<file path="src/rtl/pifo_sched_pkg.sv">
// Shared types and defaults for the PIFO root/child schedulers.
// Holds the sequencing state encoding and default widths.
package pifo_sched_pkg;

  localparam int PIFO_INFO_WIDTH_DEF = 32;
  localparam int CNT_WIDTH_DEF       = 32;

  typedef logic [PIFO_INFO_WIDTH_DEF-1:0] pifo_info_t;

  typedef enum logic [1:0] {
    IDLE,
    CHECK,
    CAL_WR,
    SETTLE
  } sched_state_e;

endpackage

</file>
<file path="src/rtl/pifo_rank_compare.sv">
// Rank compare and bypass qualification for a one-entry output slot.
// Unsigned ranks; strictly smaller wins, so ties never bypass.
module pifo_rank_compare #(
  parameter int W = 32
) (
  input  logic [W-1:0] rank_new,
  input  logic [W-1:0] rank_top,
  input  logic         slot_valid,
  input  logic         top_valid,
  output logic         bypass_en
);

  logic new_lt_top;

  assign new_lt_top = rank_new < rank_top;
  assign bypass_en  = !slot_valid &&
                      (!top_valid || new_lt_top);

endmodule

</file>
<file path="src/rtl/pifo_root_bypass_scheduler.sv">
// Root PIFO sequencer: bypasses enqueues into the output slot or
// writes them to the calendar, and refills the slot from its top.
module pifo_root_bypass_scheduler
  import pifo_sched_pkg::*;
#(
  parameter int PIFO_INFO_WIDTH = PIFO_INFO_WIDTH_DEF,
  parameter int CNT_WIDTH       = CNT_WIDTH_DEF
) (
  input  logic                       clk,
  input  logic                       rst,
  input  logic                       s_axis_enq_valid,
  output logic                       s_axis_enq_ready,
  input  logic [PIFO_INFO_WIDTH-1:0] s_axis_enq_pifo_info,
  input  logic                       s_cal_top_valid,
  input  logic [PIFO_INFO_WIDTH-1:0] s_cal_top_pifo_info,
  output logic                       m_cal_enq_valid,
  input  logic                       m_cal_enq_ready,
  output logic [PIFO_INFO_WIDTH-1:0] m_cal_enq_pifo_info,
  output logic                       m_cal_deq,
  output logic                       m_axis_deq_valid,
  input  logic                       m_axis_deq_ready,
  output logic [PIFO_INFO_WIDTH-1:0] m_axis_deq_pifo_info,
  output logic                       m_axis_deq_bypass,
  output logic [CNT_WIDTH-1:0]       cnt_bypass,
  output logic [CNT_WIDTH-1:0]       cnt_cal_wr,
  output logic [CNT_WIDTH-1:0]       cnt_refill
);

  sched_state_e state_q, state_d;

  logic [PIFO_INFO_WIDTH-1:0] hold_q;
  logic [PIFO_INFO_WIDTH-1:0] out_info_q;
  logic                       out_valid_q;
  logic                       out_bypass_q;
  logic                       ready_q;

  logic [CNT_WIDTH-1:0] cnt_bypass_q;
  logic [CNT_WIDTH-1:0] cnt_cal_wr_q;
  logic [CNT_WIDTH-1:0] cnt_refill_q;

  logic bypass_en;
  logic enq_fire;
  logic refill;
  logic bypass_load;
  logic cal_fire;
  logic deq_fire;

  pifo_rank_compare #(
    .W (PIFO_INFO_WIDTH)
  ) u_cmp (
    .rank_new   (hold_q),
    .rank_top   (s_cal_top_pifo_info),
    .slot_valid (out_valid_q),
    .top_valid  (s_cal_top_valid),
    .bypass_en  (bypass_en)
  );

  // ready_q mirrors IDLE but stays low while reset is held
  assign enq_fire    = ready_q && s_axis_enq_valid;
  assign refill      = ready_q && !s_axis_enq_valid &&
                       !out_valid_q && s_cal_top_valid;
  assign bypass_load = (state_q == CHECK) && bypass_en;
  assign cal_fire    = (state_q == CAL_WR) && m_cal_enq_ready;
  assign deq_fire    = out_valid_q && m_axis_deq_ready;

  always_comb begin
    state_d = state_q;
    unique case (state_q)
      IDLE: begin
        if (enq_fire)
          state_d = CHECK;
        else if (refill)
          state_d = SETTLE;
      end
      CHECK: begin
        state_d = bypass_en ? IDLE : CAL_WR;
      end
      CAL_WR: begin
        if (m_cal_enq_ready)
          state_d = SETTLE;
      end
      SETTLE: begin
        state_d = IDLE;
      end
      default: begin
        state_d = IDLE;
      end
    endcase
  end

  always_ff @(posedge clk) begin
    if (rst) begin
      state_q <= IDLE;
      ready_q <= 1'b0;
      hold_q  <= '0;
    end else begin
      state_q <= state_d;
      ready_q <= (state_d == IDLE);
      if (enq_fire)
        hold_q <= s_axis_enq_pifo_info;
    end
  end

  // Loads only happen with the slot empty, so they never meet a clear
  always_ff @(posedge clk) begin
    if (rst) begin
      out_valid_q  <= 1'b0;
      out_info_q   <= '0;
      out_bypass_q <= 1'b0;
    end else begin
      if (deq_fire)
        out_valid_q <= 1'b0;
      if (refill) begin
        out_valid_q  <= 1'b1;
        out_info_q   <= s_cal_top_pifo_info;
        out_bypass_q <= 1'b0;
      end else if (bypass_load) begin
        out_valid_q  <= 1'b1;
        out_info_q   <= hold_q;
        out_bypass_q <= 1'b1;
      end
    end
  end

  always_ff @(posedge clk) begin
    if (rst) begin
      cnt_bypass_q <= '0;
      cnt_cal_wr_q <= '0;
      cnt_refill_q <= '0;
    end else begin
      if (bypass_load)
        cnt_bypass_q <= cnt_bypass_q + 1'b1;
      if (cal_fire)
        cnt_cal_wr_q <= cnt_cal_wr_q + 1'b1;
      if (refill)
        cnt_refill_q <= cnt_refill_q + 1'b1;
    end
  end

  assign s_axis_enq_ready     = ready_q;
  assign m_cal_enq_valid      = (state_q == CAL_WR);
  assign m_cal_enq_pifo_info  = hold_q;
  assign m_cal_deq            = refill;
  assign m_axis_deq_valid     = out_valid_q;
  assign m_axis_deq_pifo_info = out_info_q;
  assign m_axis_deq_bypass    = out_bypass_q;
  assign cnt_bypass           = cnt_bypass_q;
  assign cnt_cal_wr           = cnt_cal_wr_q;
  assign cnt_refill           = cnt_refill_q;

endmodule

</file>
<file path="config.mk">
export PLATFORM = sky130hd
export DESIGN_NAME = pifo_root_bypass_scheduler
export DESIGN_NICKNAME = d
export VERILOG_FILES = /design/src/rtl/pifo_sched_pkg.sv /design/src/rtl/pifo_rank_compare.sv /design/src/rtl/pifo_root_bypass_scheduler.sv
export SDC_FILE = /design/constraint.sdc
export NUM_CORES = 1
export LEC_CHECK = 0
export CAP_MARGIN = 20
export CORE_MARGIN = 2
export CORE_UTILIZATION = 54
export DETAILED_ROUTE_END_ITERATION = 8
export DONT_BUFFER_PORTS = 1
export GPL_TIMING_DRIVEN = 0
export PLACE_DENSITY_LB_ADDON = 0.05
export RECOVER_POWER = 100
export SLEW_MARGIN = 20
export SYNTH_ARGS = -nofsm -noshare
export SYNTH_HDL_FRONTEND = slang
export SYNTH_HIERARCHICAL = 1
export SYNTH_SLANG_ARGS = --single-unit
</file>
<file path="constraint.sdc">
create_clock -name clk -period 4.7 [get_ports clk]
set_clock_uncertainty 0.2 [all_clocks]
set_input_delay 0.47 -clock clk [delete_from_list [all_inputs] [get_ports clk]]
set_output_delay 0.47 -clock clk [all_outputs]
set_load 0.05 [all_outputs]
</file>
==> results of run 1 <==
## metal layers
layer / GRT usage, % / part of all wire (%) / up-vias
met2: 46.8 / 48 / 276
met1: 31.8 / 40 / 3243
li1: - / - / 3338
met4: 9.80 / 2.5 / 0
met5: 0 / 0 / -
met3: 10.9 / 9.5 / 37
## Yosys cell counts (3+ instances only)
master    count
a21o_1        4
a21oi_1      55
a311oi_1     32
and2_1        7
and3_1       15
and4_1        8
buf_1         8
buf_2         5
buf_4         3
clkbuf_1     30
dfxtp_1     165
ha_1         34
inv_1        40
nand2_1     169
nand2b_1      4
nand3_1      38
nand4_1      41
nor2_1      129
nor2b_1       4
nor3_1       16
nor4_1        8
o21a_1        3
o21ai_0      11
or3_1         8
xnor2_1      25
xor2_1       59
## flip-flops by register name, indices dropped and copies added, names as in the netlist, 2 cells and up
register              flops
cnt_bypass               32
cnt_cal_wr               32
cnt_refill               32
m_axis_deq_pifo_info     32
m_cal_enq_pifo_info      32
state_q                   2
## power breakdown
group          internal [W]  switching (W)  leakage, nW
combinational      0.000181       0.000337         1.71
sequential          0.00150       0.000468         1.33
clock              0.000957       0.000523        0.298
## kinds of logic (layout without fill, tap and decap cells)
kind of cell    after synthesis  count (layout)  share of synthesized area (%)
compound gates              115             115                           9.84
fa+ha+maj                    34              34                           5.49
simple gates                462             462                           28.1
xor+xnor                     84              84                           9.50
buf+inv                      86             145                           4.39
other cells                   0               1                              0
flops                       165             165                           42.6
## stage by stage
step / hold WS (ps) / instance area, µm² / instances / setup WS [ps]
4_1_cts: 14.8 / 8910 / 1185 / 865
3_5_place_dp: 413 / 7970 / 1126 / 901
2_1_floorplan: 370 / 7750 / 946 / 1420
5_1_grt: 13.5 / 8880 / 1186 / 430
3_3_place_gp: 405 / 7970 / 1126 / 934
6_report: 22.1 / 8880 / 1186 / 621
## worst max-delay path, delay by kind of cell (launching register included)
| kind | cells | cell delay (ps) |
|---|---|---|
| compound gates | 6 | 1420 |
| buf+inv | 2 | 900 |
| simple gates | 2 | 360 |
| flops | 1 | 710 |
| fa+ha+maj | 1 | 360 |
## final cells by class
class / count / area [µm²]
Timing Repair Buffer: 32 / 320
Inverter: 40 / 150
Sequential cell: 165 / 3300
Multi-Input combinational cell: 695 / 4090
Clock buffer: 22 / 464
Tap cell: 180 / 225
Fill cell: 1207 / 5060
Clock inverter: 5 / 150
Antenna cell: 1 / 2.50
Buffer: 46 / 174
## worst max path at each step
stage                            startpoint                  endpoint  slack, ps  cells past startpoint
floorplan           m_cal_enq_pifo_info[21]            cnt_bypass[28]       1420                     12
detailed placement  m_cal_enq_pifo_info[21]            cnt_bypass[30]        900                     12
finish              m_cal_enq_pifo_info[17]  m_axis_deq_pifo_info[27]        620                     11
CTS                 m_cal_enq_pifo_info[17]            cnt_bypass[17]        860                     12
global placement    m_cal_enq_pifo_info[17]            cnt_bypass[28]        930                     12
global route        m_cal_enq_pifo_info[19]            cnt_bypass[28]        430                     12
==> summary.md, run 1 <==
| Metric | Value |
|---|---|
| Cell area after synthesis | 0.00775 mm² |
| Headroom to the max-slew limit | 11.7% |
| 1st-pass router iterations | 5 |
| Hold_buf cts | 32 |
| # port buffers | 0 |
| Maximum clock rate | 245 MHz |
| Final count of hold timing violations | 0 |
| R2R depth | 11 |
| CP required | approximately 4800 ps |
| Fin crit period | 4080 ps |
| Total track usage | ~28% |
| DR iter-0 viols | 386 |
| FF-to-FF Start | m_cal_enq_pifo_info[17] |
| Critical path's slowest cell | dfxtp_1 |
| Reg2reg end | m_axis_deq_pifo_info[27] |
| First-pass GRT wire length | 33,300 µm |
| Hold path start | s_cal_top_pifo_info[29] |
| Chip height | 124 µm |
| Tcrit/Tclk final | 86.8% |
| Area Overhead vs Synth | 14.6% |
| Residual DRC | 0 |
| Post-CTS Setup Bufs | 0 |
| Cell count after synthesis | 946 |
| Largest area contributor in the netlist | dfxtp_1 |
| CTS Sinks | 165 |
| ANT nets after route | 0 |
| Top cell by count, worst path | clkbuf_1 |
| Hold Path Class | in2reg |
| Worst-skew pair later-pin latency | 420 ps |
| Final setup vio count | 0 |
| Crit-path cells | ha_1 > a21oi_1 > o21a_1 > o221ai_1 > a211o_1 > a31oi_1 > and3b_1 > clkbuf_1 > clkbuf_1 > nand2_1 > a311oi_1 |
| Measured slew at the worst slew-check pin | 1310 ps |
| Status | finished, final reports clean |
| Hold depth | 2 |
| Pin count of the biggest net entering global routing | 17 |
| TritonCTS Buffers | 17 |
| CTS tree | built |
| Via density | 5.81 |
| Flop-to-flop setup slack | 620 ps |
| Unrepaired setup endpoints after global routing | no |
| Synth async-reset ratio | 0% |
| Mean cell area of the mapped netlist | 8.19 µm² |
| CTS Buffer Depth | 2 |
| P_leak | 3.34 nW |
| Total Wirelength | 21,200 µm |
| Final Util | 63.7% |
| Crit Path Class | reg2reg |
| Endpoint class of the critical path | register |
| I/O pin cnt | between 200 and 250 |
| Top cells by area, synth | dfxtp_1 43%, nand2_1 8.2%, xor2_1 6.7%, nor2_1 6.3%, ha_1 5.5% |
| Remaining global-route overflow | 0 |
| Fin Setup TNS | 0 ps |
| Layout cell share with drive strength beyond 1 | 3.68% |
| Pwr/cell area | 447 mW/mm² |
| Most frequent cells in the layout | 169 x nand2_1, 165 x dfxtp_1, 129 x nor2_1, 59 x xor2_1, 55 x a21oi_1 |
| Syn_nets | 1,050 |
| Vias in the first global route | 6,754 |
| CTS clk-pin slew, worst paths | 60 ps |
| EDFF count, synth | 0 |
| Core area | 0.0139 mm² |
| Rows | 43 |
| Via count | 6,894 |
| Post-cts resize count | 0 |
| Antenna violations before repair | 1 |
| Sequential-to-total area share from yosys stat | 42.6% |
| Yosys cell types | 46 |
| CP Launch Type | register |
| DR WL/cell | approximately 18 µm |
| Worst-path fanout max | 10 |
| Die X | 124 µm |
| FF+latch count, synth | 165 |
| Synth top area share | 42.6% |
| Slowest stage delay, CP | 710 ps |
| CP arrival | roughly 4200 ps |
| Initial Util | a little under three fifths |
| Final nets | 1,101 |
| H-Tree Depth | 4 |
| Peak VDD IR | roughly 0.37 mV |
| Hpwl dp | approximately 16,000 µm |
| Tot Pwr | 0.00397 W |
| Most common cell after layout, fill and taps aside | nand2_1 |
| Full die area | between 0.015 and 0.02 mm² |
| Hold EP | m_axis_deq_pifo_info[29] |
| Routability cong. | 0.872 |
| Yosys warns | 6 |
| Number of max-cap violations | 0 |
| Main synth FF type | dfxtp_1 |
| CTS root buffer | clkbuf_16 |
| Final Slew Violations | 0 |
Note: power is estimated with default switching activity, not from simulation.
==> run 2, diff against run 1 <==
--- a/config.mk
+++ b/config.mk
@@ -7,7 +7,7 @@
 export LEC_CHECK = 0
 export CAP_MARGIN = 20
 export CORE_MARGIN = 2
-export CORE_UTILIZATION = 54
+export CORE_UTILIZATION = 50
 export DETAILED_ROUTE_END_ITERATION = 8
 export DONT_BUFFER_PORTS = 1
 export GPL_TIMING_DRIVEN = 0
==> summary.md, run 2 (synthesized netlist as in run 1, its figures left out) <==
| Metric | Value |
|---|---|
| Status | complete, but fails checks |
| Failing checks | max-capacitance violations |
| Tcrit/Tclk final | 85.5% (-1.3 points) |
| Final setup vio count | 0 (unchanged) |
| Antenna cells | 0 (-1) |
| Post-CTS Setup Bufs | 0 (unchanged) |
| Most frequent cells in the layout | 169 x nand2_1, 165 x dfxtp_1, 129 x nor2_1, 59 x xor2_1, 55 x a21oi_1 |
| Pin count of the biggest net entering global routing | 17 (unchanged) |
| CTS Sinks | 165 (unchanged) |
| Final count of hold timing violations | 0 (unchanged) |
| Area Overhead vs Synth | 15.5% |
| Crit Path Class | reg2reg |
| Via count | 6,896 (+0.029%) |
| Peak VDD IR | 0.332 mV (-10%) |
| CTS root buffer | clkbuf_16 |
| Final nets | 1,101 (unchanged) |
| Total track usage | 26.5% (-1.3 points) |
| Design Area, Final | 0.00895 mm² (+0.79%) |
| DR iter-0 viols | 260 (-33%) |
| Unrepaired setup endpoints after global routing | no |
| Residual DRC | 0 (unchanged) |
| Antenna violations before repair | 0 (-1) |
| Die X | 128 µm (+3.8%) |
| ANT nets after route | 0 (unchanged) |
| Vias in the first global route | 6,814 (+0.89%) |
| Most common cell after layout, fill and taps aside | nand2_1 |
| H-Tree Depth | 4 (unchanged) |
| CTS clk-pin slew, worst paths | 70 ps (about the same) |
| CP Launch Type | register |
| Worst-skew pair later-pin latency | 430 ps (about the same) |
| Rows | 45 (+4.7%) |
| First-pass GRT wire length | 34,600 µm (+3.9%) |
| CP arrival | 4120 ps (-70 ps) |
| Initial Util | 51.1% (-4.4 points) |
| # port buffers | 0 (unchanged) |
| Chip height | 128 µm (+3.8%) |
| Headroom to the max-slew limit | 1.73% (-10 points) |
| Final Slew Violations | 0 (unchanged) |
| Worst-path fanout max | 10 (unchanged) |
| Met3 usage | 10.3% (-0.63 points) |
| CTS tree | built |
| Fin Setup TNS | 0 ps (unchanged) |
| CTS Buffer Depth | 2 (unchanged) |
| Measured slew at the worst slew-check pin | 1450 ps (+147 ps) |
| Full die area | 0.0165 mm² (+7.7%) |
| Maximum clock rate | 249 MHz (+1.5%) |
| Via density | 5.76 (-0.97%) |
| Fin crit period | 4020 ps (-59.9 ps) |
| Layout cell share with drive strength beyond 1 | 4.46% (+0.77 points) |
| Hpwl dp | 15,900 µm (+1.5%) |
| Final Util | 59.1% (-4.6 points) |
| Core area | 0.0151 mm² (+8.7%) |
| 1st-pass router iterations | 5 (unchanged) |
| Met1 usage | 30.6% (-1.2 points) |
| Total Wirelength | 21,900 µm (+3.3%) |
| Pwr/cell area | 456 mW/mm² (+1.9%) |
| Hold Path Class | in2reg |
| TritonCTS Buffers | 17 (unchanged) |
| Grt met2 use | 44.0% (-2.9 points) |
| CP required | 4800 ps (about the same) |
| Layer with the highest usage | met2 |
| DR WL/cell | 18.3 µm (+2.2%) |
| Post-cts resize count | 0 (unchanged) |
| Number of max-cap violations | 1 (+1) |
| P_leak | 3.36 nW (+0.79%) |
| Remaining global-route overflow | 0 (unchanged) |
| Routability cong. | 0.868 (-0.39%) |
| Endpoint class of the critical path | register |
| I/O pin cnt | 235 (unchanged) |
| Cell Area, Placed | 0.00798 mm² (+0.13%) |
## run 2: cell types whose count changed in the layout (fill, tap and decap cells not counted), moves of 2 or more
cell	before	now
clkbuf_1	43	40
clkbuf_8	2	4
clkinv_4	0	3
clkinvlp_4	0	2
## run 2: cell type report
cell class              count  area (µm²)
fillers                  1397        6200
multi-input cells         695        4090
flip-flops and latches    165        3300
clock buffers              21         480
repair buffers             32         320
well taps                 188         235
clock inverters            11         196
plain buffers              46         174
inverters                  40         150
## run 2: path summary, 6_finish.rpt
path | startpoint | to | slack, ps | cells after the start
min reg2reg | state_q[0] | state_q[1] | 460 | 3
min | s_cal_top_pifo_info[4] | m_axis_deq_pifo_info[4] | 20 | 2
max | m_cal_enq_pifo_info[17] | cnt_bypass[28] | 680 | 12
max reg2reg | m_cal_enq_pifo_info[17] | cnt_bypass[28] | 680 | 12
## run 2: power by group
| group | total (W) | internal (W) | switching [W] |
|---|---|---|---|
| sequential | 0.00197 | 0.00150 | 0.000467 |
| clock | 0.00158 | 0.00100 | 0.000583 |
| combinational | 0.000523 | 0.000181 | 0.000342 |
## run 2: critical path, cell delays in order (launching register included)
cell,delay [ps]
dfxtp_1,720
ha_1,350
a21oi_1,180
o21a_1,170
o221ai_1,110
a211o_1,310
a31oi_1,260
nand3b_1,110
clkbuf_1,320
nor4_4,710
nand4_1,200
xnor2_1,180
nor2_1,60
## run 2: layer usage
| metal | vias to the layer above | share of wire [%] |
|---|---|---|
| met4 | 0 | 2.6 |
| met5 | - | 0 |
| met1 | 3267 | 40 |
| met2 | 249 | 48 |
| met3 | 41 | 9.1 |
| li1 | 3339 | - |
## run 2: what timing repair did
item                                    4_1_cts  5_1_grt
endpoints found under the setup margin        0        0
hold endpoints to repair                     32        0
hold buffers                                 32        0
## run 2: metrics by stage
| stage | power [W] | hold WS, ps | worst slack [ps] | instances |
|---|---|---|---|---|
| floorplan | 0.00233 | 370 | 1420 | 946 |
| global placement | 0.00248 | 405 | 923 | 1134 |
| detailed placement | 0.00250 | 414 | 898 | 1134 |
| CTS | 0.00410 | 0.298 | 877 | 1198 |
| global route | 0.00425 | 4.35 | 405 | 1198 |
| finish | 0.00408 | 17.6 | 681 | 1198 |
